File: config.mk
export PLATFORM = sky130hd
export DESIGN_NAME = drw_vramctrl_p
export DESIGN_NICKNAME = d
export VERILOG_FILES = /design/src/rtl/drw_vramctrl_p.sv
export SDC_FILE = /design/constraint.sdc
export NUM_CORES = 1
export LEC_CHECK = 0
export BUFFER_PORTS_ARGS = -buffer_cell sky130_fd_sc_hd__buf_2
export CAP_MARGIN = 30
export CORE_ASPECT_RATIO = 0.7
export CORE_UTILIZATION = 44
export CTS_BUF_LIST = sky130_fd_sc_hd__clkbuf_8 sky130_fd_sc_hd__clkbuf_16
export CTS_CLUSTER_DIAMETER = 150
export CTS_CLUSTER_SIZE = 24
export DETAILED_ROUTE_END_ITERATION = 6
export PLACE_DENSITY = 0.68
export SETUP_SLACK_MARGIN = 0.1
export SKIP_CTS_REPAIR_TIMING = 1
export SYNTH_ARGS = -nofsm -noshare
export SYNTH_HDL_FRONTEND = slang
export SYNTH_SLANG_ARGS = --single-unit
File: constraint.sdc
create_clock -name CLK -period 7.2 [get_ports CLK]
set_input_delay 1.08 -clock CLK [delete_from_list [all_inputs] [get_ports CLK]]
set_output_delay 1.08 -clock CLK [all_outputs]
set_load 0.02 [all_outputs]
File: src/rtl/drw_vramctrl_p.sv
// Line-based VRAM DMA controller: up to two AXI read streams (SRC, DST) feed FIFOs,
// and one AXI write stream drains the result FIFO. Bursts are split at 4 KB and BURST_MAX.
module drw_vramctrl_p #(
  parameter int DATA_W    = 32,
  parameter int BURST_MAX = 32,
  parameter int FIFO_CW   = 12
) (
  input  logic                CLK,
  input  logic                ARST,
  output logic [31:0]         M_AXI_ARADDR,
  output logic [7:0]          M_AXI_ARLEN,
  output logic                M_AXI_ARVALID,
  input  logic                M_AXI_ARREADY,
  input  logic [DATA_W-1:0]   M_AXI_RDATA,
  input  logic [1:0]          M_AXI_RRESP,
  input  logic                M_AXI_RLAST,
  input  logic                M_AXI_RVALID,
  output logic                M_AXI_RREADY,
  output logic [31:0]         M_AXI_AWADDR,
  output logic [7:0]          M_AXI_AWLEN,
  output logic                M_AXI_AWVALID,
  input  logic                M_AXI_AWREADY,
  output logic [DATA_W-1:0]   M_AXI_WDATA,
  output logic [DATA_W/8-1:0] M_AXI_WSTRB,
  output logic                M_AXI_WLAST,
  output logic                M_AXI_WVALID,
  input  logic                M_AXI_WREADY,
  input  logic [1:0]          M_AXI_BRESP,
  input  logic                M_AXI_BVALID,
  output logic                M_AXI_BREADY,
  input  logic                LINE_START,
  output logic                LINE_BUSY,
  output logic                LINE_ERR,
  input  logic [31:0]         LINE_ADDR_DST,
  input  logic [31:0]         LINE_ADDR_SRC,
  input  logic [10:0]         LINE_LEN,
  input  logic                CMD_MODE,
  input  logic                PARAM_BLEND,
  input  logic [FIFO_CW-1:0]  SRC_FIFO_FREE,
  input  logic [FIFO_CW-1:0]  DST_FIFO_FREE,
  output logic                SRC_FIFO_WR,
  output logic                DST_FIFO_WR,
  output logic [DATA_W-1:0]   SRC_FIFO_WDATA,
  output logic [DATA_W-1:0]   DST_FIFO_WDATA,
  input  logic [FIFO_CW-1:0]  WRT_FIFO_COUNT,
  input  logic [DATA_W-1:0]   WRT_FIFO_RDATA,
  output logic                WRT_FIFO_RD
);
  localparam int BSH = $clog2(DATA_W/8);

  typedef enum logic [1:0] {R_IDLE, R_ADDR, R_DATA} rstate_e;
  typedef enum logic [1:0] {W_IDLE, W_ADDR, W_DATA, W_RESP} wstate_e;

  rstate_e     rstate_q, rstate_d;
  wstate_e     wstate_q, wstate_d;
  logic        busy_q, busy_d, err_q, err_d;
  logic        rsel_q, rsel_d, prio_q, prio_d;
  logic [31:0] src_addr_q, src_addr_d, dst_addr_q, dst_addr_d, wr_addr_q, wr_addr_d;
  logic [10:0] src_rem_q, src_rem_d, dst_rem_q, dst_rem_d, wr_rem_q, wr_rem_d;
  logic [31:0] araddr_q, araddr_d, awaddr_q, awaddr_d;
  logic [7:0]  arlen_q, arlen_d, awlen_q, awlen_d, wbeat_q, wbeat_d;
  logic [8:0]  src_beats, dst_beats, wr_beats, sel_beats, rnb, wnb;
  logic        src_ok, dst_ok, wr_ok, sel;

  // Beats allowed from this address: limited by BURST_MAX, stream remainder and the 4 KB page.
  function automatic logic [8:0] calc_beats(input logic [11:0] lo, input logic [10:0] rem);
    logic [12:0] b;
    b = (13'd4096 - {1'b0, lo}) >> BSH;
    if (b > 13'(BURST_MAX)) b = 13'(BURST_MAX);
    if (b > {2'b0, rem})    b = {2'b0, rem};
    return b[8:0];
  endfunction

  assign src_beats = calc_beats(src_addr_q[11:0], src_rem_q);
  assign dst_beats = calc_beats(dst_addr_q[11:0], dst_rem_q);
  assign wr_beats  = calc_beats(wr_addr_q[11:0], wr_rem_q);
  assign src_ok    = (src_rem_q != 11'd0) && (32'(SRC_FIFO_FREE) >= 32'(src_beats));
  assign dst_ok    = (dst_rem_q != 11'd0) && (32'(DST_FIFO_FREE) >= 32'(dst_beats));
  assign wr_ok     = (wr_rem_q != 11'd0) && (32'(WRT_FIFO_COUNT) >= 32'(wr_beats));
  assign sel       = (src_ok && dst_ok) ? prio_q : dst_ok;
  assign sel_beats = sel ? dst_beats : src_beats;
  assign rnb       = {1'b0, arlen_q} + 9'd1;
  assign wnb       = {1'b0, awlen_q} + 9'd1;

  always_comb begin
    rstate_d = rstate_q;  wstate_d = wstate_q;
    busy_d = busy_q;      err_d = err_q;
    rsel_d = rsel_q;      prio_d = prio_q;
    src_addr_d = src_addr_q; dst_addr_d = dst_addr_q; wr_addr_d = wr_addr_q;
    src_rem_d = src_rem_q;   dst_rem_d = dst_rem_q;   wr_rem_d = wr_rem_q;
    araddr_d = araddr_q; arlen_d = arlen_q;
    awaddr_d = awaddr_q; awlen_d = awlen_q; wbeat_d = wbeat_q;

    // Inactive read streams start with zero remaining, so they never become eligible.
    if (LINE_START && !busy_q) begin
      busy_d     = 1'b1;
      err_d      = 1'b0;
      src_addr_d = LINE_ADDR_SRC;
      dst_addr_d = LINE_ADDR_DST;
      wr_addr_d  = LINE_ADDR_DST;
      src_rem_d  = CMD_MODE ? LINE_LEN : 11'd0;
      dst_rem_d  = PARAM_BLEND ? LINE_LEN : 11'd0;
      wr_rem_d   = LINE_LEN;
    end

    case (rstate_q)
      R_IDLE: if (src_ok || dst_ok) begin
        rsel_d   = sel;
        araddr_d = sel ? dst_addr_q : src_addr_q;
        arlen_d  = 8'(sel_beats - 9'd1);
        rstate_d = R_ADDR;
      end
      R_ADDR: if (M_AXI_ARREADY) rstate_d = R_DATA;
      R_DATA: if (M_AXI_RVALID) begin
        if (M_AXI_RRESP != 2'b00) err_d = 1'b1;
        if (M_AXI_RLAST) begin
          if (rsel_q) begin
            dst_addr_d = dst_addr_q + (32'(rnb) << BSH);
            dst_rem_d  = dst_rem_q - 11'(rnb);
          end else begin
            src_addr_d = src_addr_q + (32'(rnb) << BSH);
            src_rem_d  = src_rem_q - 11'(rnb);
          end
          prio_d   = ~prio_q;
          rstate_d = R_IDLE;
        end
      end
      default: rstate_d = R_IDLE;
    endcase

    case (wstate_q)
      W_IDLE: if (wr_ok) begin
        awaddr_d = wr_addr_q;
        awlen_d  = 8'(wr_beats - 9'd1);
        wstate_d = W_ADDR;
      end
      W_ADDR: if (M_AXI_AWREADY) begin
        wbeat_d  = 8'd0;
        wstate_d = W_DATA;
      end
      W_DATA: if (M_AXI_WREADY) begin
        wbeat_d = wbeat_q + 8'd1;
        if (wbeat_q == awlen_q) wstate_d = W_RESP;
      end
      W_RESP: if (M_AXI_BVALID) begin
        if (M_AXI_BRESP != 2'b00) err_d = 1'b1;
        wr_addr_d = wr_addr_q + (32'(wnb) << BSH);
        wr_rem_d  = wr_rem_q - 11'(wnb);
        wstate_d  = W_IDLE;
      end
      default: wstate_d = W_IDLE;
    endcase

    // Drop busy on the same edge that retires the last burst.
    if (busy_q && src_rem_d == 11'd0 && dst_rem_d == 11'd0 && wr_rem_d == 11'd0 &&
        rstate_d == R_IDLE && wstate_d == W_IDLE)
      busy_d = 1'b0;
  end

  always_ff @(posedge CLK) begin
    if (ARST) begin
      rstate_q <= R_IDLE;  wstate_q <= W_IDLE;
      busy_q <= 1'b0;      err_q <= 1'b0;
      rsel_q <= 1'b0;      prio_q <= 1'b0;
      src_addr_q <= '0; dst_addr_q <= '0; wr_addr_q <= '0;
      src_rem_q <= '0;  dst_rem_q <= '0;  wr_rem_q <= '0;
      araddr_q <= '0; arlen_q <= '0; awaddr_q <= '0; awlen_q <= '0; wbeat_q <= '0;
    end else begin
      rstate_q <= rstate_d;  wstate_q <= wstate_d;
      busy_q <= busy_d;      err_q <= err_d;
      rsel_q <= rsel_d;      prio_q <= prio_d;
      src_addr_q <= src_addr_d; dst_addr_q <= dst_addr_d; wr_addr_q <= wr_addr_d;
      src_rem_q <= src_rem_d;   dst_rem_q <= dst_rem_d;   wr_rem_q <= wr_rem_d;
      araddr_q <= araddr_d; arlen_q <= arlen_d; awaddr_q <= awaddr_d; awlen_q <= awlen_d;
      wbeat_q <= wbeat_d;
    end
  end

  assign M_AXI_ARVALID  = (rstate_q == R_ADDR);
  assign M_AXI_ARADDR   = araddr_q;
  assign M_AXI_ARLEN    = arlen_q;
  assign M_AXI_RREADY   = (rstate_q == R_DATA);
  assign SRC_FIFO_WR    = M_AXI_RREADY && M_AXI_RVALID && !rsel_q;
  assign DST_FIFO_WR    = M_AXI_RREADY && M_AXI_RVALID && rsel_q;
  assign SRC_FIFO_WDATA = (M_AXI_RREADY && !rsel_q) ? M_AXI_RDATA : '0;
  assign DST_FIFO_WDATA = (M_AXI_RREADY && rsel_q) ? M_AXI_RDATA : '0;
  assign M_AXI_AWVALID  = (wstate_q == W_ADDR);
  assign M_AXI_AWADDR   = awaddr_q;
  assign M_AXI_AWLEN    = awlen_q;
  assign M_AXI_WVALID   = (wstate_q == W_DATA);
  assign M_AXI_WDATA    = M_AXI_WVALID ? WRT_FIFO_RDATA : '0;
  assign M_AXI_WSTRB    = M_AXI_WVALID ? '1 : '0;
  assign M_AXI_WLAST    = M_AXI_WVALID && (wbeat_q == awlen_q);
  assign WRT_FIFO_RD    = M_AXI_WVALID && M_AXI_WREADY;
  assign M_AXI_BREADY   = (wstate_q == W_RESP);
  assign LINE_BUSY      = busy_q;
  assign LINE_ERR       = err_q;
endmodule
Yosys cells after proc, flatten, opt, wreduce, memory -nomap -nowiden

Cells that the tools add are included.

Flip-flop bits (word level): 225
Bits of input ports: 190
Output and inout port bits: 191

$add $sub $neg: 14
Order comparisons: 9
Eq/ne operators: 8
Mux-type cells: 62
Bitwise logic cells: 1
Reduce and logical (&&, ||, !) cells: 38

Operator list:

| cell                     | count |
|---|---|
| $mux W32                 | 17 |
| $mux W11                 | 18 |
| $add A32 B11 Y32         | 3 |
| $sub A13 B12 Y13 const A | 3 |
| $ge A12 B9 Y1            | 3 |
| $gt A11 B11 Y1           | 3 |
| $gt A11 B6 Y1 const B    | 3 |
| $logic_not A11 Y1        | 3 |
| $reduce_bool A11 Y1      | 3 |
| $sub A11 B9 Y11          | 3 |
| $mux W9                  | 3 |
| $mux W8                  | 3 |
| $add A8 B1 Y9 const B    | 2 |
| $mux W2                  | 9 |
| $logic_and A1 B1 Y1      | 17 |
| $pmux W8 S2              | 1 |
| $sub A8 B1 Y8 const B    | 2 |
| $add A8 B1 Y8 const B    | 1 |
| $eq A8 B8 Y1             | 1 |
| $logic_not A2 Y1         | 4 |
| $mux W1                  | 8 |
| $pmux W2 S4              | 1 |
| $eq A2 B2 Y1 const B     | 3 |
| $pmux W2 S3              | 1 |
| other kinds (10)         | 17 |

Depth between registers and ports, before layout

Gate-level depths: netlist of the first run.

Word-level depth: 14
Depth in mapped cells: 26
Depth with buffers taken out: 24

Worst setup path before layout of the first run

OpenSTA, ideal clock, no wires.

Path kind: register to register
From: register dst_addr_q[0]
To: register arlen_q[6] (netlist: M_AXI_ARLEN[6])
Setup time: 0.095 ns
Data arrival time: 5.414 ns
Data required time: 7.105 ns
Setup slack: 1.690 ns
Stages on the path, launching flop included: 25
Period minus slack after synthesis: 5.510 ns
Cells stage by stage: dfxtp_1 -> or4_4 -> or2_1 -> o311ai_1 -> ha_1 -> nor3_1 -> nor3_1 -> o21ai_0 -> a31oi_1 -> buf_2 -> mux2_2 -> inv_1 -> ha_1 -> nand2b_1 -> a2111oi_0 -> a2111oi_0 -> o21ai_1 -> o21bai_1 -> buf_2 -> buf_1 -> mux2_2 -> ha_1 -> nand3_2 -> or4_1 -> o311ai_1

Cells in the longest elaborated chain, start to end: 11
Elaborated cells between the ends (all ways): 13
Those cells by class: add/sub (2); order compare (3); mux (4); reduce/logical (4)

RTL lines:

| item                     | RTL line | RTL |
|---|---|---|
| start: declaration       | 58       | `logic [31:0] src_addr_q, src_addr_d, dst_addr_q, dst_addr_d, wr_addr_q, wr_addr_d;` |
| start signal: assignment | 172      | `src_addr_q <= src_addr_d; dst_addr_q <= dst_addr_d; wr_addr_q <= wr_addr_d;` |
| $sub A13 B12 Y13 (*)     | 68       | `b = (13'd4096 - {1'b0, lo}) >> BSH;` |
| $gt A11 B6 Y1            | 69       | `if (b > 13'(BURST_MAX)) b = 13'(BURST_MAX);` |
| $mux W11 (*)             | 69       |  |
| $gt A11 B11 Y1           | 70       | `if (b > {2'b0, rem}) b = {2'b0, rem};` |
| $mux W9 (*)              | 70       |  |
| $ge A12 B9 Y1            | 78       | `assign dst_ok = (dst_rem_q != 11'd0) && (32'(DST_FIFO_FREE) >= 32'(dst_beats));` |
| $logic_and A1 B1 Y1      | 78       |  |
| $logic_and A1 B1 Y1      | 80       | `assign sel = (src_ok && dst_ok) ? prio_q : dst_ok;` |
| $mux W1                  | 80       |  |
| $mux W8                  | 81       | `assign sel_beats = sel ? dst_beats : src_beats;` |
| $sub A8 B1 Y8            | 110      | `arlen_d = 8'(sel_beats - 9'd1);` |
| end signal: assignment   | 174      | `araddr_q <= araddr_d; arlen_q <= arlen_d; awaddr_q <= awaddr_d; awlen_q <= awlen_d;` |
| end: declaration         | 61       | `logic [7:0] arlen_q, arlen_d, awlen_q, awlen_d, wbeat_q, wbeat_d;` |

Every way passes the cells marked *; elsewhere a longest branch is shown, timed or not.
A chain may end at the register's enable or synchronous reset.

Final worst setup path of the first run

From: register src_addr_q[0]
To: register arlen_q[6] (netlist: M_AXI_ARLEN[6])

Cells in the longest elaborated chain, start to end: 11
Elaborated cells between the ends (all ways): 13
Those cells by class: add/sub (2); order compare (3); mux (4); reduce/logical (4)

RTL lines:

| item                     | RTL line | RTL |
|---|---|---|
| start: declaration       | 58       |  |
| start signal: assignment | 172      |  |
| $sub A13 B12 Y13 (*)     | 68       |  |
| $gt A11 B6 Y1            | 69       |  |
| $mux W11 (*)             | 69       |  |
| $gt A11 B11 Y1           | 70       |  |
| $mux W9 (*)              | 70       |  |
| $ge A12 B9 Y1            | 77       | `assign src_ok = (src_rem_q != 11'd0) && (32'(SRC_FIFO_FREE) >= 32'(src_beats));` |
| $logic_and A1 B1 Y1      | 77       |  |
| $logic_and A1 B1 Y1      | 80       |  |
| $mux W1                  | 80       |  |
| $mux W8                  | 81       |  |
| $sub A8 B1 Y8            | 110      |  |

Marked as above.

==> results_dict.tcl, run 1 <==
set metrics [dict create \
    outcome "complete, no violations" \
    hold_viol 0 \
    cts.sinks 225 \
    hp-class "register to register" \
    die_h_um 162 \
    grt_pass1_wl_um 87300 \
    clock_skew_ps 26.5 \
    cts-root-buf "clkbuf_16" \
    final_nets 2700 \
    syn_inst 2071 \
    synthXorXnorAreaFrac 0.0387 \
    synth.avg_cell_area_um2 7.76 \
    grt_pass1_vias 15192 \
    ir_drop_uv 124 \
    dr.pass1.iters 5 \
    clk_pin_slew_ps 100 \
    drive_gt1_frac 0.189 \
    fmax_mhz 172 \
    synthSimpleGateAreaFrac 0.255 \
    antenna_found_initial 7 \
    hold_depth 2 \
    synth_top_family_by_area "simple AND/OR/NAND/NOR gates" \
    cp-end-kind "register" \
    slew_headroom 0.317 \
    synth_compound_area_frac 0.224 \
    ys_seq_area_frac 0.280 \
    rr_worst_depth 22 \
    finalInstanceArea_um2 18700 \
    r2r_end "M_AXI_ARLEN[6]" \
    post_drt_wl_per_cell_um 20.0 \
    core_um2 35900 \
    overflow 0 \
    io_pins 381 \
    place_inst 2845 \
    worstHoldStart "M_AXI_AWADDR[24]" \
    post-route-util 0.521 \
    dp_hpwl_um 44400 \
    synthMuxAreaShare 0.0439 \
    drt_iter0_drc 1632 \
    synth_edf_count 0 \
    numPortBuffers 380 \
    final_antenna_net_count 0 \
    worst_pin_slew_ps 1020 \
    dieArea_um2 37300 \
    ys_warn_count 0 \
    critPathRequiredTime_ps 7600 \
    cts_buffers 13 \
    min_period_over_period 0.806 \
    grt_setup_unrepaired "no" \
    layout.cells.non_filler 2865 \
    nFillCells 3531 \
    async_flop_share 0 \
    slew_viol_final 0 \
    crit_fanout 11 \
    htreeDepth 1 \
    area_growth_pct 16.5 \
    via_count 16777 \
    start_util 0.447 \
    wl_um 57200 \
    cts_buffer_depth 3 \
    clk-insertion-delay-late_ps 520 \
    grt_use_total 0.295 \
    layout.area.seq_um2 4500 \
    synth_ff_type "dfxtp_1" \
    die_width_um 230 \
    synth_cell_types 85 \
    synthesis.area_um2 16100 \
    drc_errors 0 \
    p_per_area_nw_per_um2 212 \
    multi_input_area_um2 10800 \
    p_leak_nw 8.54 \
    rows 58 \
    critical_path_class "register to register" \
    grt_max_degree 139 \
    cts_tree "done" \
    place_area_um2 18400 \
    min_to "M_AXI_AWADDR[24]" \
    rrSetupSlack_ps 1400 \
    synth_fa_ha_area_frac 0.104 \
    rr_startpoint "src_addr_q[0]" \
    vias_per_cell 5.86 \
    place_congestion 0.922 \
    ys_seq_elements 225 \
    drv_cap 0 \
    arrival_ps 6200 \
    setup_viol 0 \
    min_period_ps 5800 \
    fin_tns_setup_ps 0 \
    startpoint_type "register" \
]
[critical path: stages (launching register included)]
cell       delay, ps
dfxtp_1          360
or4_4            570
or2_1            270
o311ai_1         400
ha_1             280
a2111oi_0        110
nor3_1           120
o21ai_0          100
a31oi_1          180
buf_4            230
mux2_2           360
inv_1             60
ha_1             210
nand2b_1         130
a2111oi_0        410
nor3_1           120
o21ai_1          370
o21bai_4         190
o21ai_0          270
ha_1             240
nand3_2          100
or4_1            530
o311ai_1          80
[cell usage after synthesis, types with 14 or more instances]
master,count,area share
mux2i_1,57,0.036
nor4_1,30,0.012
and2_1,84,0.033
o211ai_1,28,0.013
xnor2_1,41,0.022
dfxtp_1,225,0.28
a21oi_1,131,0.041
a311oi_1,28,0.015
o21bai_1,32,0.015
buf_1,14,0.0033
and3_1,68,0.026
a211oi_1,114,0.053
nand2_1,205,0.048
nor3_1,50,0.016
xor2_1,30,0.016
o21a_1,19,0.0089
nand3_1,54,0.017
o21ai_0,57,0.018
clkbuf_1,88,0.021
nor2b_1,24,0.0093
inv_1,99,0.023
nand4_1,23,0.0090
nor2_1,225,0.053
a2111oi_0,20,0.011
ha_1,124,0.097
[where the power goes]
group / internal (mW) / total, mW / leakage [nW] / switching [mW]
sequential: 1.38 / 1.52 / 1.85 / 0.145
clock: 0.337 / 0.803 / 0.172 / 0.466
combinational: 0.628 / 1.65 / 6.52 / 1.02
[sequential cells by signal, indices dropped and copies added (netlist names), 8 cells and up]
register      cells
src_rem_q        11
M_AXI_ARLEN       8
wr_addr_q        32
dst_rem_q        11
M_AXI_AWADDR     32
M_AXI_ARADDR     32
M_AXI_AWLEN       8
src_addr_q       32
wr_rem_q         11
wbeat_q           8
dst_addr_q       32
[how the worst max path moves through the flow]
| stage | start | endpoint | slack [ps] |
|---|---|---|---|
| 3_5_place_dp | dst_addr_q[0] | M_AXI_ARLEN[6] | 1510 |
| 5_1_grt | src_addr_q[0] | M_AXI_ARLEN[6] | 1000 |
| 4_1_cts | src_addr_q[0] | M_AXI_ARLEN[6] | 1480 |
| 2_1_floorplan | dst_addr_q[0] | M_AXI_ARLEN[6] | 1690 |
| 6_report | src_addr_q[0] | M_AXI_ARLEN[6] | 1400 |
| 3_3_place_gp | wr_addr_q[1] | M_AXI_AWADDR[20] | 1600 |
[kinds of logic after synthesis]
logic type               count (synthesis)
XOR/XNOR                                71
flip-flops                             225
adder cells (fa/ha/maj)                130
AO/OA/AOI/OAI                          524
AND/OR/NAND/NOR                        831
buffers and inverters                  220
other                                    1
multiplexers                            69
[final cells by class]
class / count / area share
Sequential cell: 225 / 0.241
Tap cell: 480 / 0.0321
Clock inverter: 2 / 0.00134
Inverter: 99 / 0.0199
Timing Repair Buffer: 401 / 0.113
Clock buffer: 13 / 0.0174
Antenna cell: 5 / 0.000668
Multi-Input combinational cell: 1640 / 0.575
[stage by stage]
stage                     power [mW]  hold slack (ps)  setup slack (ps)
after floorplan                 2.66              432              1690
after CTS                       3.97              460              1480
final                           3.97              455              1400
after detailed placement        3.17              447              1510
after global placement          3.13              444              1600
after global routing            4.20              478              1000
[cell usage in the layout (no fill, tap or decap), types with 6 or more instances in the layout]
master / synthesis / final
ha_1: 124 / 124
a21o_1: 13 / 13
nor4_1: 30 / 30
xor2_1: 30 / 30
a311oi_1: 28 / 28
dfxtp_1: 225 / 225
nand4_1: 23 / 23
and2_1: 84 / 84
o21ai_0: 57 / 57
o31ai_1: 6 / 6
or4_1: 8 / 8
nor2_1: 225 / 225
a31oi_1: 13 / 13
buf_2: 13 / 379
fa_1: 6 / 6
xnor2_1: 41 / 41
mux2_2: 10 / 10
o21bai_1: 32 / 31
nor3_1: 50 / 50
a21oi_1: 131 / 131
clkbuf_16: 0 / 13
a2111oi_0: 20 / 20
nand3_1: 54 / 54
nand2_1: 205 / 205
conb_1: 1 / 15
nand2b_1: 13 / 13
inv_1: 99 / 99
or3_1: 11 / 11
a211oi_1: 114 / 114
mux2i_1: 57 / 57
or2_2: 7 / 7
buf_4: 4 / 18
o211ai_1: 28 / 28
nor2b_1: 24 / 24
and3_1: 68 / 68
o21a_1: 19 / 19
[per-layer routing]
metal	routed length [µm]	up-vias	track usage
li1	-	8101	-
met1	26400	7895	0.428
met2	25000	710	0.462
met3	4770	67	0.0462
met4	1010	4	0.0521
met5	27	-	0
No activity file was read; power rests on OpenSTA's default activity.
==> run 2, diff against run 1 <==
Clock period 7.2 ns to 5.8 ns, I/O delays scaled along.
==> run 2 against run 1 <==
Compared with the run above:
- clock-buffer cell count stayed put
- critical endpoint unchanged
- critical path depth is 1 lower
- highest routed layer unchanged
- sequential power up 24%
- clock power increased by 25%
==> results_dict.tcl, run 2 (synthesis gave the netlist of run 1 again) <==
set metrics [dict create \
    fin_tns_setup_ps 0 \
    clock_skew_ps 22.7 \
    grt_pass1_wl_um 87000 \
    numPortBuffers 380 \
    layout.cells.most_common_list "379 x buf_2, 225 x dfxtp_1, 223 x nor2_1, 205 x nand2_1, 130 x a21oi_1" \
    power_mw 4.98 \
    crit_fanout 9 \
    dp_hpwl_um 44500 \
    critPathLaunch "src_addr_q[0]" \
    p_per_area_nw_per_um2 264 \
    outcome "complete, no violations" \
    clk-insertion-delay-late_ps 520 \
    drc_errors 0 \
    slew_viol_final 0 \
    p_leak_nw 8.61 \
    htreeDepth 1 \
    cts_buffer_depth 3 \
    grt_max_degree 116 \
    dr.pass1.iters 5 \
    swShare 0.411 \
    worstHoldStart "M_AXI_AWADDR[29]" \
    drt_iter0_drc 1704 \
    post_drt_wl_per_cell_um 20.0 \
    r2r_end "M_AXI_ARLEN[6]" \
    clk_pin_slew_ps 100 \
    ir_drop_uv 164 \
    p_comb_frac 0.419 \
    cts_buffers 13 \
    hold_viol 0 \
    cts-root-buf "clkbuf_16" \
    p_seq_frac 0.380 \
    final_nets 2715 \
    final_common_cell "buf_2" \
    die_width_um 230 \
    min_to "M_AXI_AWADDR[29]" \
    rr_startpoint "src_addr_q[0]" \
    via_count 17057 \
    min_period_ps 5520 \
    start_util 0.447 \
    rrSetupSlack_ps 280 \
    arrival_ps 5940 \
    slew_headroom 0.281 \
    cts.sinks 225 \
    place_inst 2852 \
    nFillCells 3555 \
    place_congestion 0.975 \
    drive_gt1_frac 0.199 \
    whs_ps 458 \
    hold_depth 2 \
    drv_cap 0 \
    p_clk_frac 0.202 \
    grt_pass1_vias 15392 \
    io_pins 381 \
    core_um2 35900 \
    rows 58 \
    critPathRequiredTime_ps 6220 \
    internal_power_mw 2.93 \
    setup_ws_ps 278 \
    grt_use_total 0.294 \
    die_h_um 162 \
    rr_worst_depth 21 \
    p_sw_mw 2.05 \
    grt_setup_unrepaired "yes" \
    place_ws_ps 209 \
    vias_per_cell 5.92 \
    startpoint_type "register" \
    critical_path_class "register to register" \
    cp-end-kind "register" \
    min_period_over_period 0.952 \
    setup_viol 0 \
    cts_tree "done" \
    layout.cells.non_filler 2879 \
    wl_um 57500 \
    worst_pin_slew_ps 1080 \
    overflow 0 \
    hp-class "register to register" \
    antenna_found_initial 5 \
    dieArea_um2 37300 \
    final_antenna_net_count 0 \
    fmax_mhz 181 \
    area_growth_pct 17.6 \
]
## run 2: changes by cell type in the layout (fill, tap and decap cells not counted), sizes merged
cell,previous run,this run
buf,401,416
diode,5,4
## run 2: worst max-delay path by stage
| stage | endpoint | slack, ps | cells past startpoint |
|---|---|---|---|
| global placement | M_AXI_ARLEN[6] | 380 | 21 |
| global route | M_AXI_ARLEN[6] | 2 | 21 |
| finish | M_AXI_ARLEN[6] | 280 | 21 |
| floorplan | M_AXI_ARLEN[6] | 290 | 24 |
| CTS | LINE_BUSY | 170 | 19 |
| detailed placement | LINE_BUSY | 210 | 18 |
## run 2: area by class of cell
class	count	area, µm²	area share
Antenna cell	4	10.0	0.000530
Timing Repair Buffer	416	2220	0.117
Multi-Input combinational cell	1640	10800	0.574
Clock buffer	13	325	0.0172
Tap cell	480	601	0.0318
Inverter	99	372	0.0197
Clock inverter	2	25.0	0.00132
Sequential cell	225	4500	0.238
## run 2: routing by layer
layer  track usage  up-vias  part of all wire
met5             0        -            0.0010
met3        0.0493       83             0.079
met4        0.0611        4             0.020
met1         0.422     8060              0.46
li1              -     8142                 -
met2         0.461      768              0.44
## run 2: power by group through the flow
stage                     logic (mW)  registers, mW  clock network (mW)
after CTS                       2.02           1.89                1.02
after floorplan                 1.31           1.99                   0
after global placement          1.98           1.92                   0
after detailed placement        2.01           1.93                   0
final                           2.08           1.89                1.00
after global routing            2.28           1.91                1.07
## run 2: worst max-delay path, stage by stage, from the launching register on
cell	delay (ps)
dfxtp_1	390
or4_4	580
or2_1	280
o311ai_2	310
ha_1	250
a2111oi_0	100
nor3_1	120
o21ai_0	120
a31oi_1	290
buf_4	250
nand2_1	80
ha_1	180
or4_1	500
a211oi_1	290
nand2_1	100
o21ai_1	280
o21bai_4	160
o21ai_1	230
ha_2	230
nand3_2	90
or4_1	530
o311ai_1	80
## run 2: through the flow
step | area (µm²) | util
2_1_floorplan | 16100 | -
3_3_place_gp | 18400 | 0.512
3_5_place_dp | 18400 | 0.512
4_1_cts | 18700 | 0.522
5_1_grt | 18900 | 0.526
6_report | 18900 | 0.526
==> run 3, diff against run 2 <==
Settings changed: PLACE_DENSITY 0.68 to 0.78, SKIP_CTS_REPAIR_TIMING 1 to not set.
==> run 3 against run 2 <==
Compared with the run above:
- the flow now finishes with violations (DRC)
- sequential share of layout area hardly changed
- combinational power is essentially flat
- sequential cell count did not move
- critical path depth is the same
- final area fell by 0.13%
- hold slack got worse by 1.2 ps
- clock skew grew 6.4 ps
- cell count decreased by 0.17%
- wire length is 1.3% higher
- largest cell class unchanged
==> results_dict.tcl, run 3 (synthesis gave the netlist of run 1 again) <==
set metrics [dict create \
    fin_tns_setup_ps 0 \
    rows 58 \
    htreeDepth 1 \
    drc_errors 1 \
    numPortBuffers 380 \
    met1_usage 0.405 \
    final_antenna_net_count 0 \
    setup_viol 0 \
    clk_pin_slew_ps 110 \
    setup_ws_ps 335 \
    rr_worst_depth 21 \
    overflow 0 \
    cp.depth 21 \
    die_width_um 230 \
    slew_viol_final 0 \
    use_met3 0.0553 \
    via_count 17168 \
    min_period_ps 5470 \
    grt_setup_unrepaired "yes" \
    rr_startpoint "src_addr_q[0]" \
    drt_iter0_drc 1841 \
    min_period_over_period 0.942 \
    fmax_mhz 183 \
    rrSetupSlack_ps 330 \
    worst_pin_slew_ps 1030 \
    cts_tree "done" \
    violations "DRC" \
    grt_pass1_wl_um 87900 \
    critical_path_class "register to register" \
    area_growth_pct 17.4 \
    post_drt_wl_per_cell_um 20.3 \
    die_h_um 162 \
    path_buf_inv 1 \
    place_ws_ps 106 \
    worstPathCellList "or4_4 -> or2_1 -> and3_1 -> ha_1 -> o21ai_0 -> a21oi_1 -> o21ai_0 -> a31oi_1 -> mux2_2 -> inv_1 -> ha_1 -> nand2b_1 -> a2111oi_1 -> nor3_1 -> o21ai_2 -> o21bai_2 -> o21ai_2 -> ha_2 -> nand3_2 -> or4_1 -> o311ai_1" \
    slowest_stage "or4_4" \
    r2r_end "M_AXI_ARLEN[6]" \
    cts_buffers 13 \
    cts_buffer_depth 3 \
    dr.pass1.iters 7 \
    critPathRequiredTime_ps 6230 \
    final_common_cell "buf_2" \
    outcome "complete, but fails checks" \
    layout.cells.most_common_list "379 x buf_2, 224 x dfxtp_1, 224 x nor2_1, 205 x nand2_1, 131 x a21oi_1" \
    slew_headroom 0.315 \
    p_leak_nw 8.58 \
    critPathLaunch "src_addr_q[0]" \
    grt_pass1_vias 15751 \
    antenna_found_initial 4 \
    hp-class "register to register" \
    clk-insertion-delay-late_ps 510 \
    arrival_ps 5900 \
    hold_viol 0 \
    slowest_delay_ps 580 \
    cts-root-buf "clkbuf_16" \
    io_pins 381 \
    grt.busiest_layer "met2" \
    ir_drop_uv 152 \
    grt_util_met2 0.477 \
    grt_use_total 0.298 \
    core_um2 35900 \
    startpoint_type "register" \
    grt_max_degree 122 \
    place_congestion 0.981 \
    clock_skew_ps 29.0 \
    cp-end-kind "register" \
    start_util 0.447 \
    cts.sinks 225 \
    hold_depth 2 \
    vias_per_cell 5.97 \
    p_per_area_nw_per_um2 263 \
    setup.worst_path.end "M_AXI_ARLEN[6]" \
    cp_top_family "simple AND/OR/NAND/NOR gates" \
    final_nets 2712 \
    crit_fanout 6 \
    dp_hpwl_um 45400 \
    wl_um 58300 \
    dieArea_um2 37300 \
    drive_gt1_frac 0.199 \
    drv_cap 0 \
]
[run 3: cell count changes in the layout (fill, tap and decap cells not counted), moves of 2 or more]
| cell | change |
|---|---|
| o21ai_1 | -2 |
| o21ai_2 | +2 |
| a2111oi_0 | -4 |
| a2111oi_1 | +4 |
| diode_2 | -2 |
| buf_12 | -2 |
[run 3: per-stage QoR]
stage / hold slack (ps) / cell area (µm²) / std cells / total power, mW / util
4_1_cts: 459 / 18700 / 2866 / 4.92 / 0.521
6_report: 457 / 18900 / 2874 / 4.97 / 0.525
3_5_place_dp: 446 / 18400 / 2851 / 3.94 / 0.511
2_1_floorplan: 432 / 16100 / 2085 / 3.30 / -
3_3_place_gp: 445 / 18400 / 2851 / 3.89 / 0.511
5_1_grt: 484 / 18900 / 2873 / 5.25 / 0.525
[run 3: where the power goes]
part / internal (mW) / total [mW] / switching [mW] / leakage (nW)
Sequential: 1.71 / 1.89 / 0.178 / 1.85
Combinational: 0.795 / 2.09 / 1.29 / 6.56
Clock: 0.418 / 0.992 / 0.574 / 0.172
Total: 2.92 / 4.97 / 2.04 / 8.58
[run 3: cell type report]
type,instances,area (µm²)
multi-input combinational,1641,10900
timing repair buffer,412,2160
tap,480,601
sequential,225,4510
antenna,2,5.00
fill,3490,17100
inverter,99,372
clock buffer,13,325
clock inverter,2,25.0
[run 3: worst min path at each step]
| stage | startpoint | end | slack [ps] |
|---|---|---|---|
| floorplan | wr_addr_q[22] | M_AXI_AWADDR[22] | 430 |
| global placement | M_AXI_AWADDR[28] | M_AXI_AWADDR[28] | 450 |
| detailed placement | M_AXI_AWADDR[22] | M_AXI_AWADDR[22] | 450 |
| CTS | M_AXI_AWADDR[22] | M_AXI_AWADDR[22] | 460 |
| global route | M_AXI_AWADDR[12] | M_AXI_AWADDR[12] | 480 |
| finish | M_AXI_AWADDR[26] | M_AXI_AWADDR[26] | 460 |
[run 3: worst min-delay path, stage by stage, from the launching register on]
cell	delay (ps)
dfxtp_1	320
nand2_1	50
a21oi_1	50
[run 3: per-layer routing]
| metal | part of all wire | up-vias |
|---|---|---|
| li1 | - | 8123 |
| met1 | 0.43 | 8075 |
| met2 | 0.44 | 861 |
| met3 | 0.096 | 103 |
| met4 | 0.031 | 6 |
| met5 | 0.00055 | - |
[run 3: repair_timing]
action | CTS | global route
hold buffers | 0 | 0
resized for setup | 1 | 22
setup endpoints to repair | 1 | 81
pin swaps | 0 | 6
buffers inserted | 0 | 5
gates cloned | 0 | 1
